--- src/rtl/pipe_ctrl_pkg.sv ---
// Shared types and default sizing for the pipeline hazard/stall controller.
package pipe_ctrl_pkg;

  typedef enum logic {
    RUN      = 1'b0,
    MEM_WAIT = 1'b1
  } state_e;

  localparam int DEF_REG_W   = 4;
  localparam int DEF_TIMEOUT = 64;
  localparam int DEF_CNT_W   = 32;

endpackage

--- src/rtl/pipeline_hazard_ctrl_if.sv ---
// Pipeline-to-sequencer signal bundle; the pipeline is the master, the sequencer the slave.
interface pipeline_hazard_ctrl_if
  import pipe_ctrl_pkg::*;
#(
  parameter int REG_W = DEF_REG_W,
  parameter int CNT_W = DEF_CNT_W
);
  logic             fwd_en;
  logic [REG_W-1:0] id_src1;
  logic [REG_W-1:0] id_src2;
  logic             id_use_src1;
  logic             id_use_src2;
  logic             exe_wb_en;
  logic [REG_W-1:0] exe_dest;
  logic             exe_mem_read;
  logic             mem_wb_en;
  logic [REG_W-1:0] mem_dest;
  logic             branch_taken;
  logic             mem_access;
  logic             mem_ready;

  logic             pc_freeze;
  logic             ifid_freeze;
  logic             ifid_flush;
  logic             idex_flush;
  logic             global_freeze;
  logic             mem_err;
  logic [CNT_W-1:0] stall_cycles;
  logic [CNT_W-1:0] flush_count;

  modport master (
    output fwd_en, id_src1, id_src2, id_use_src1, id_use_src2,
           exe_wb_en, exe_dest, exe_mem_read, mem_wb_en, mem_dest,
           branch_taken, mem_access, mem_ready,
    input  pc_freeze, ifid_freeze, ifid_flush, idex_flush,
           global_freeze, mem_err, stall_cycles, flush_count
  );

  modport slave (
    input  fwd_en, id_src1, id_src2, id_use_src1, id_use_src2,
           exe_wb_en, exe_dest, exe_mem_read, mem_wb_en, mem_dest,
           branch_taken, mem_access, mem_ready,
    output pc_freeze, ifid_freeze, ifid_flush, idex_flush,
           global_freeze, mem_err, stall_cycles, flush_count
  );
endinterface

--- src/rtl/hazard_detect.sv ---
// Combinational RAW / load-use detector: ID sources against EXE and MEM destinations.
module hazard_detect
  import pipe_ctrl_pkg::*;
#(
  parameter int REG_W = DEF_REG_W
) (
  input  logic             fwd_en,
  input  logic [REG_W-1:0] id_src1,
  input  logic [REG_W-1:0] id_src2,
  input  logic             id_use_src1,
  input  logic             id_use_src2,
  input  logic             exe_wb_en,
  input  logic [REG_W-1:0] exe_dest,
  input  logic             exe_mem_read,
  input  logic             mem_wb_en,
  input  logic [REG_W-1:0] mem_dest,
  output logic             hazard
);
  logic [1:0]       src_used;
  logic [REG_W-1:0] src [2];
  logic [1:0]       exe_hit;
  logic [1:0]       mem_hit;

  assign src_used = {id_use_src2, id_use_src1};
  assign src[0]   = id_src1;
  assign src[1]   = id_src2;

  genvar gi;
  generate
    for (gi = 0; gi < 2; gi++) begin : g_src
      assign exe_hit[gi] = src_used[gi] & exe_wb_en & (src[gi] == exe_dest);
      assign mem_hit[gi] = src_used[gi] & mem_wb_en & (src[gi] == mem_dest);
    end
  endgenerate

  // With forwarding only a load in EXE cannot be bypassed; without it any in-flight writer blocks.
  assign hazard = fwd_en ? (exe_mem_read & (|exe_hit)) : ((|exe_hit) | (|mem_hit));
endmodule

--- src/rtl/pipeline_hazard_ctrl.sv ---
// 5-stage pipeline sequencer: hazard stalls, branch flushes, data-memory wait with watchdog.
// Optional perf counters (stall_cycles, flush_count) enabled by defining PIPE_PERF_CNT_EN.
module pipeline_hazard_ctrl
  import pipe_ctrl_pkg::*;
#(
  parameter int REG_W   = DEF_REG_W,
  parameter int TIMEOUT = DEF_TIMEOUT,
  parameter int CNT_W   = DEF_CNT_W
) (
  input  logic                  clk,
  input  logic                  rst,
  pipeline_hazard_ctrl_if.slave bus
);
  localparam int TMO_W = $clog2(TIMEOUT + 1);

  state_e           state_reg, state_next;
  logic [TMO_W-1:0] tmo_reg, tmo_next;
  logic             err_reg, err_next;
  logic             freeze;
  logic             hazard;
  logic             gf, br, hz;

  hazard_detect #(.REG_W(REG_W)) u_hazard (
    .fwd_en       (bus.fwd_en),
    .id_src1      (bus.id_src1),
    .id_src2      (bus.id_src2),
    .id_use_src1  (bus.id_use_src1),
    .id_use_src2  (bus.id_use_src2),
    .exe_wb_en    (bus.exe_wb_en),
    .exe_dest     (bus.exe_dest),
    .exe_mem_read (bus.exe_mem_read),
    .mem_wb_en    (bus.mem_wb_en),
    .mem_dest     (bus.mem_dest),
    .hazard       (hazard)
  );

  always_ff @(posedge clk or posedge rst) begin
    if (rst) begin
      state_reg <= RUN;
      tmo_reg   <= '0;
      err_reg   <= 1'b0;
    end else begin
      state_reg <= state_next;
      tmo_reg   <= tmo_next;
      err_reg   <= err_next;
    end
  end

  always_comb begin
    state_next = state_reg;
    tmo_next   = tmo_reg;
    err_next   = err_reg;
    freeze     = 1'b0;
    case (state_reg)
      RUN: begin
        if (bus.mem_access && !bus.mem_ready) begin
          freeze     = 1'b1;
          state_next = MEM_WAIT;
          tmo_next   = TMO_W'(1);
        end
      end
      MEM_WAIT: begin
        if (bus.mem_ready) begin
          state_next = RUN;
          tmo_next   = '0;
        end else if (tmo_reg == TMO_W'(TIMEOUT)) begin
          // Watchdog abort: release the pipeline and latch the error.
          err_next   = 1'b1;
          state_next = RUN;
          tmo_next   = '0;
        end else begin
          freeze   = 1'b1;
          tmo_next = tmo_reg + 1'b1;
        end
      end
      default: begin
        state_next = RUN;
        tmo_next   = '0;
      end
    endcase
  end

  // Freeze outranks branch, branch outranks hazard; everything is masked during reset.
  assign gf = ~rst & freeze;
  assign br = ~rst & ~freeze & bus.branch_taken;
  assign hz = ~rst & ~freeze & ~bus.branch_taken & hazard;

  assign bus.global_freeze = gf;
  assign bus.pc_freeze     = hz;
  assign bus.ifid_freeze   = hz;
  assign bus.ifid_flush    = br;
  assign bus.idex_flush    = br | hz;
  assign bus.mem_err       = err_reg;

`ifdef PIPE_PERF_CNT_EN
  logic [CNT_W-1:0] stall_reg;
  logic [CNT_W-1:0] flush_reg;

  always_ff @(posedge clk or posedge rst) begin
    if (rst) begin
      stall_reg <= '0;
      flush_reg <= '0;
    end else begin
      if (gf | hz) stall_reg <= stall_reg + 1'b1;
      if (br)      flush_reg <= flush_reg + 1'b1;
    end
  end

  assign bus.stall_cycles = stall_reg;
  assign bus.flush_count  = flush_reg;
`else
  assign bus.stall_cycles = {CNT_W{1'b0}};
  assign bus.flush_count  = {CNT_W{1'b0}};
`endif
endmodule
--- src/flat_wrapper.sv ---
// flat-port wrapper written by rule: the top's interface ports become plain ports
module pipeline_hazard_ctrl_flat import pipe_ctrl_pkg::*;
#(
  parameter int REG_W   = DEF_REG_W,
  parameter int TIMEOUT = DEF_TIMEOUT,
  parameter int CNT_W   = DEF_CNT_W
)
  (clk, rst, bus_fwd_en, bus_id_src1, bus_id_src2, bus_id_use_src1, bus_id_use_src2, bus_exe_wb_en, bus_exe_dest, bus_exe_mem_read, bus_mem_wb_en, bus_mem_dest, bus_branch_taken, bus_mem_access, bus_mem_ready, bus_pc_freeze, bus_ifid_freeze, bus_ifid_flush, bus_idex_flush, bus_global_freeze, bus_mem_err, bus_stall_cycles, bus_flush_count);
  pipeline_hazard_ctrl_if #(.REG_W(REG_W), .CNT_W(CNT_W)) bus_i ();
  input  logic clk;
  input  logic rst;
  input wire logic [$bits(bus_i.fwd_en)-1:0] bus_fwd_en;
  input wire logic [$bits(bus_i.id_src1)-1:0] bus_id_src1;
  input wire logic [$bits(bus_i.id_src2)-1:0] bus_id_src2;
  input wire logic [$bits(bus_i.id_use_src1)-1:0] bus_id_use_src1;
  input wire logic [$bits(bus_i.id_use_src2)-1:0] bus_id_use_src2;
  input wire logic [$bits(bus_i.exe_wb_en)-1:0] bus_exe_wb_en;
  input wire logic [$bits(bus_i.exe_dest)-1:0] bus_exe_dest;
  input wire logic [$bits(bus_i.exe_mem_read)-1:0] bus_exe_mem_read;
  input wire logic [$bits(bus_i.mem_wb_en)-1:0] bus_mem_wb_en;
  input wire logic [$bits(bus_i.mem_dest)-1:0] bus_mem_dest;
  input wire logic [$bits(bus_i.branch_taken)-1:0] bus_branch_taken;
  input wire logic [$bits(bus_i.mem_access)-1:0] bus_mem_access;
  input wire logic [$bits(bus_i.mem_ready)-1:0] bus_mem_ready;
  output wire logic [$bits(bus_i.pc_freeze)-1:0] bus_pc_freeze;
  output wire logic [$bits(bus_i.ifid_freeze)-1:0] bus_ifid_freeze;
  output wire logic [$bits(bus_i.ifid_flush)-1:0] bus_ifid_flush;
  output wire logic [$bits(bus_i.idex_flush)-1:0] bus_idex_flush;
  output wire logic [$bits(bus_i.global_freeze)-1:0] bus_global_freeze;
  output wire logic [$bits(bus_i.mem_err)-1:0] bus_mem_err;
  output wire logic [$bits(bus_i.stall_cycles)-1:0] bus_stall_cycles;
  output wire logic [$bits(bus_i.flush_count)-1:0] bus_flush_count;
  assign bus_i.fwd_en = bus_fwd_en;
  assign bus_i.id_src1 = bus_id_src1;
  assign bus_i.id_src2 = bus_id_src2;
  assign bus_i.id_use_src1 = bus_id_use_src1;
  assign bus_i.id_use_src2 = bus_id_use_src2;
  assign bus_i.exe_wb_en = bus_exe_wb_en;
  assign bus_i.exe_dest = bus_exe_dest;
  assign bus_i.exe_mem_read = bus_exe_mem_read;
  assign bus_i.mem_wb_en = bus_mem_wb_en;
  assign bus_i.mem_dest = bus_mem_dest;
  assign bus_i.branch_taken = bus_branch_taken;
  assign bus_i.mem_access = bus_mem_access;
  assign bus_i.mem_ready = bus_mem_ready;
  assign bus_pc_freeze = bus_i.pc_freeze;
  assign bus_ifid_freeze = bus_i.ifid_freeze;
  assign bus_ifid_flush = bus_i.ifid_flush;
  assign bus_idex_flush = bus_i.idex_flush;
  assign bus_global_freeze = bus_i.global_freeze;
  assign bus_mem_err = bus_i.mem_err;
  assign bus_stall_cycles = bus_i.stall_cycles;
  assign bus_flush_count = bus_i.flush_count;
  pipeline_hazard_ctrl #(.REG_W(REG_W), .TIMEOUT(TIMEOUT), .CNT_W(CNT_W)) u_core (.clk(clk), .rst(rst), .bus(bus_i));
endmodule
--- config.mk ---
export PLATFORM = sky130hd
export DESIGN_NAME = pipeline_hazard_ctrl_flat
export DESIGN_NICKNAME = d
export VERILOG_FILES = /design/src/rtl/pipe_ctrl_pkg.sv /design/src/rtl/pipeline_hazard_ctrl_if.sv /design/src/rtl/hazard_detect.sv /design/src/rtl/pipeline_hazard_ctrl.sv /design/src/flat_wrapper.sv
export SDC_FILE = /design/constraint.sdc
export NUM_CORES = 1
export LEC_CHECK = 0
export ABC_AREA = 1
export CORE_MARGIN = 5
export CORE_UTILIZATION = 35
export DETAILED_ROUTE_END_ITERATION = 12
export PLACE_DENSITY = 0.81
export SYNTH_ARGS = -nofsm -noshare
export SYNTH_HDL_FRONTEND = slang
export SYNTH_SLANG_ARGS = --single-unit
--- constraint.sdc ---
create_clock -name clk -period 3 [get_ports clk]
set_input_delay 0.75 -clock clk [delete_from_list [all_inputs] [get_ports clk]]
set_output_delay 0.75 -clock clk [all_outputs]
set_load 0.01 [all_outputs]
==> qor.csv <==
stage,metric,value,unit
clock_tree,postCtsSetupRepairBufs,0,
logic_synthesis,ys_seq_area_share,16.6,%
global_route,antenna_found_initial,0,
worst_setup_path,worst_ep_required_time,2250,ps
worst_setup_path,r2r_slack,1690,ps
final_layout,layout-drive-gt1-share,13.7,%
clock_tree,clk_pin_slew_worst_paths,50,ps
timing,fin_crit,2860,ps
route,ant_nets,0,
worst_setup_path,crit_top_cell,nand2_1,
worst_setup_path,cpPeakStageDelay,520,ps
global_route,grt_usage,9.80,%
floorplan,start_util,36.6,%
global_route,grt_overflow_total,0,
final_layout,final_cells,296,
logic_synthesis,yosys.area.top_type,buf_4,
placed_design,place_congestion,0.860,
logic_synthesis,synth_seq_cells,9,
timing,setup_tns,0,ps
timing,rsz0062_at_grt,no,
worst_setup_path,critical_path_class,in2out,
logic_synthesis,syn_avg_cell_area,6.53,um^2
hold_path,hold_path_class,reg2reg,
clock_tree,clockBufferDepth,2,
logic_synthesis,yosysUniqueCellTypes,30,
global_route,grt_pass1_wl,4.11,mm
placed_design,dp.cells,292,
final_layout,fin_nets,278,
pwr,leakagePower,0.997,nW
flow_run,maxCapViolCount,0,
floorplan,core_area,3720,um^2
logic_synthesis,synthCells,208,
hold_path,min_to,u_core.bus.mem_err,
global_route,first_global_vias,1020,
hold_path,hold_depth,1,
clock_tree,clock_latency,230,ps
worst_setup_path,cp-end-kind,output pin,
pwr,internal-power,0.293,mW
pwr,switching_share,36.3,%
worst_setup_path,cp-start-kind,primary input,
clock_tree,cts-root-buf,clkbuf_8,
worst_setup_path,critPathBufInv,3,
final_layout,layout_commonest_cell,conb_1,
worst_setup_path,arrival,2110,ps
floorplan,die_y,72.3,um
final_layout,area_growth,17.4,%
timing,period_share,95.3,%
logic_synthesis,synth_ff_type,dfrtp_1,
worst_setup_path,regToRegStartpoint,u_core.tmo_reg[0],
worst_setup_path,r2r_cells,5,
logic_synthesis,syn-cell-area,1360,um^2
clock_tree,numCtsBuffers,3,
worst_setup_path,r2r-end,u_core.tmo_reg[4],
logic_synthesis,async_flop_share,100,%
final_layout,largest_register_ffs,7,
route,drc_errors,0,
pwr,p_sw,0.167,mW
final_layout,final_cell_mix,"64 x conb_1, 49 x nand2_1, 21 x inv_1",
worst_setup_path,cp_max_fo,4,
hold_path,worstHoldStart,u_core.bus.mem_err,
pwr,p_clk_share,30.7,%
route,wire_per_inst,9.06,um
route,via_per_inst,3.77,
timing,fmax,350,MHz
clock_tree,clock_sinks,9,
pwr,ir_drop,0.000102,V
clock_tree,h-tree-depth,1,
pwr,p_total,0.460,mW
global_route,grt_max_degree,10,
timing,drv_slew,0,
pwr,pwr-share-seq,30.9,%
final_layout,diodes,0,
pwr,comb_power_share,38.3,%
floorplan,fp.dieArea,5230,um^2
floorplan,die_w,72.3,um
placed_design,hpwlAfterDp,2.40,mm
route,routed_wirelength,2.68,mm
timing,setup_viol,0,
timing,finClkSkew,3.28,ps
status,status,"finished, final reports clean",
timing,hold_viol_final,0,
route,drt_iter0_drc,55,
logic_synthesis,yosys.area.top_type_share,35.9,%
worst_setup_path,cp_top_family,buffers and inverters,
route,dr.pass1.iters,4,
floorplan,row_count,22,
placed_design,port_buffers,32,
worst_setup_path,path_cells,clkdlybuf4s50_1 > inv_1 > nand2_1 > nand3_1 > nor2_1 > nand2_1 > nand2_1 > nand2_1 > nand2_1 > nand2_1 > nand2_1 > clkdlybuf4s15_2,
pwr,p_per_area,289,nW/um^2
logic_synthesis,yosys-top-cells-area,"buf_4 36%, dfrtp_1 17%, nand2_1 14%",
floorplan,io_pins,97,
worst_setup_path,crit_slowest_cell,clkdlybuf4s50_1,
logic_synthesis,yosys_warnings,0,
route,route.vias.total,1117,
logic_synthesis,synth_edf_count,0,
clock_tree,cts_tree,built,
-- cell usage after synthesis (all sizes together), types with 2 or more instances --
cell type and n:
a21oi 6, buf 65, dfrtp 9, ha 2, inv 28, nand2 53, nand3 7, nand4 2
nor2 20, nor3 3, o21ai 4
-- metal layers --
layer  global-route usage (%)  vias to the layer above  part of all wire (%)
li1                         -                      584                     -
met1                     11.1                      474                    38
met2                     17.4                       54                    52
met3                     1.25                        5                   8.5
met4                     5.85                        0                   1.6
met5                        0                        -                     0
-- how the worst max path moves through the flow --
| stage | startpoint | end | cells past startpoint |
|---|---|---|---|
| after floorplan | bus_id_src1[0] | bus_pc_freeze | 11 |
| after global placement | bus_id_src1[2] | bus_ifid_freeze | 12 |
| after detailed placement | bus_id_src1[2] | bus_idex_flush | 12 |
| after CTS | bus_id_src1[2] | bus_pc_freeze | 12 |
| after global routing | bus_id_src1[0] | bus_idex_flush | 12 |
| final | bus_exe_dest[0] | bus_idex_flush | 12 |
-- power by group through the flow --
| stage | sequential (mW) | combinational [mW] | clock [mW] |
|---|---|---|---|
| floorplan | 0.141 | 0.167 | 0 |
| global placement | 0.142 | 0.170 | 0 |
| finish | 0.142 | 0.176 | 0.141 |
| detailed placement | 0.143 | 0.176 | 0 |
| CTS | 0.142 | 0.176 | 0.146 |
| global route | 0.144 | 0.198 | 0.151 |
-- timing repair --
| item | 4_1_cts | 5_1_grt |
|---|---|---|
| setup endpoints to repair | 5 | 4 |
| resized for setup | 9 | 13 |
| hold buffers | 0 | 0 |
| pin swaps | 0 | 0 |
-- per-stage QoR --
step                      utilization (%)  setup slack [ps]  hold WS [ps]  cell area (um^2)
after floorplan                         -               790           500              1600
after global placement               41.2              -254           462              1530
after detailed placement             41.2              -298           475              1530
after CTS                            42.5              8.25           489              1580
after global routing                 42.9              10.8           547              1600
final                                42.9               140           479              1600
-- cells by family after synthesis --
group | Yosys count | share of synthesized area (%)
other | 1 | 0.276
AND/OR/NAND/NOR | 88 | 30.8
XOR/XNOR | 2 | 1.29
buffers and inverters | 93 | 43.6
adder cells (fa/ha/maj) | 2 | 1.84
flip-flops | 9 | 16.6
AO/OA/AOI/OAI | 13 | 5.52
-- area by class of cell --
| class | count | area [um^2] |
|---|---|---|
| Sequential cell | 9 | 225 |
| Fill cell | 402 | 2120 |
| Clock buffer | 4 | 45.0 |
| Inverter | 28 | 105 |
| Multi-Input combinational cell | 169 | 782 |
| Timing Repair Buffer | 38 | 378 |
| Tap cell | 48 | 60.1 |
Note: power is estimated with default switching activity, not from simulation.
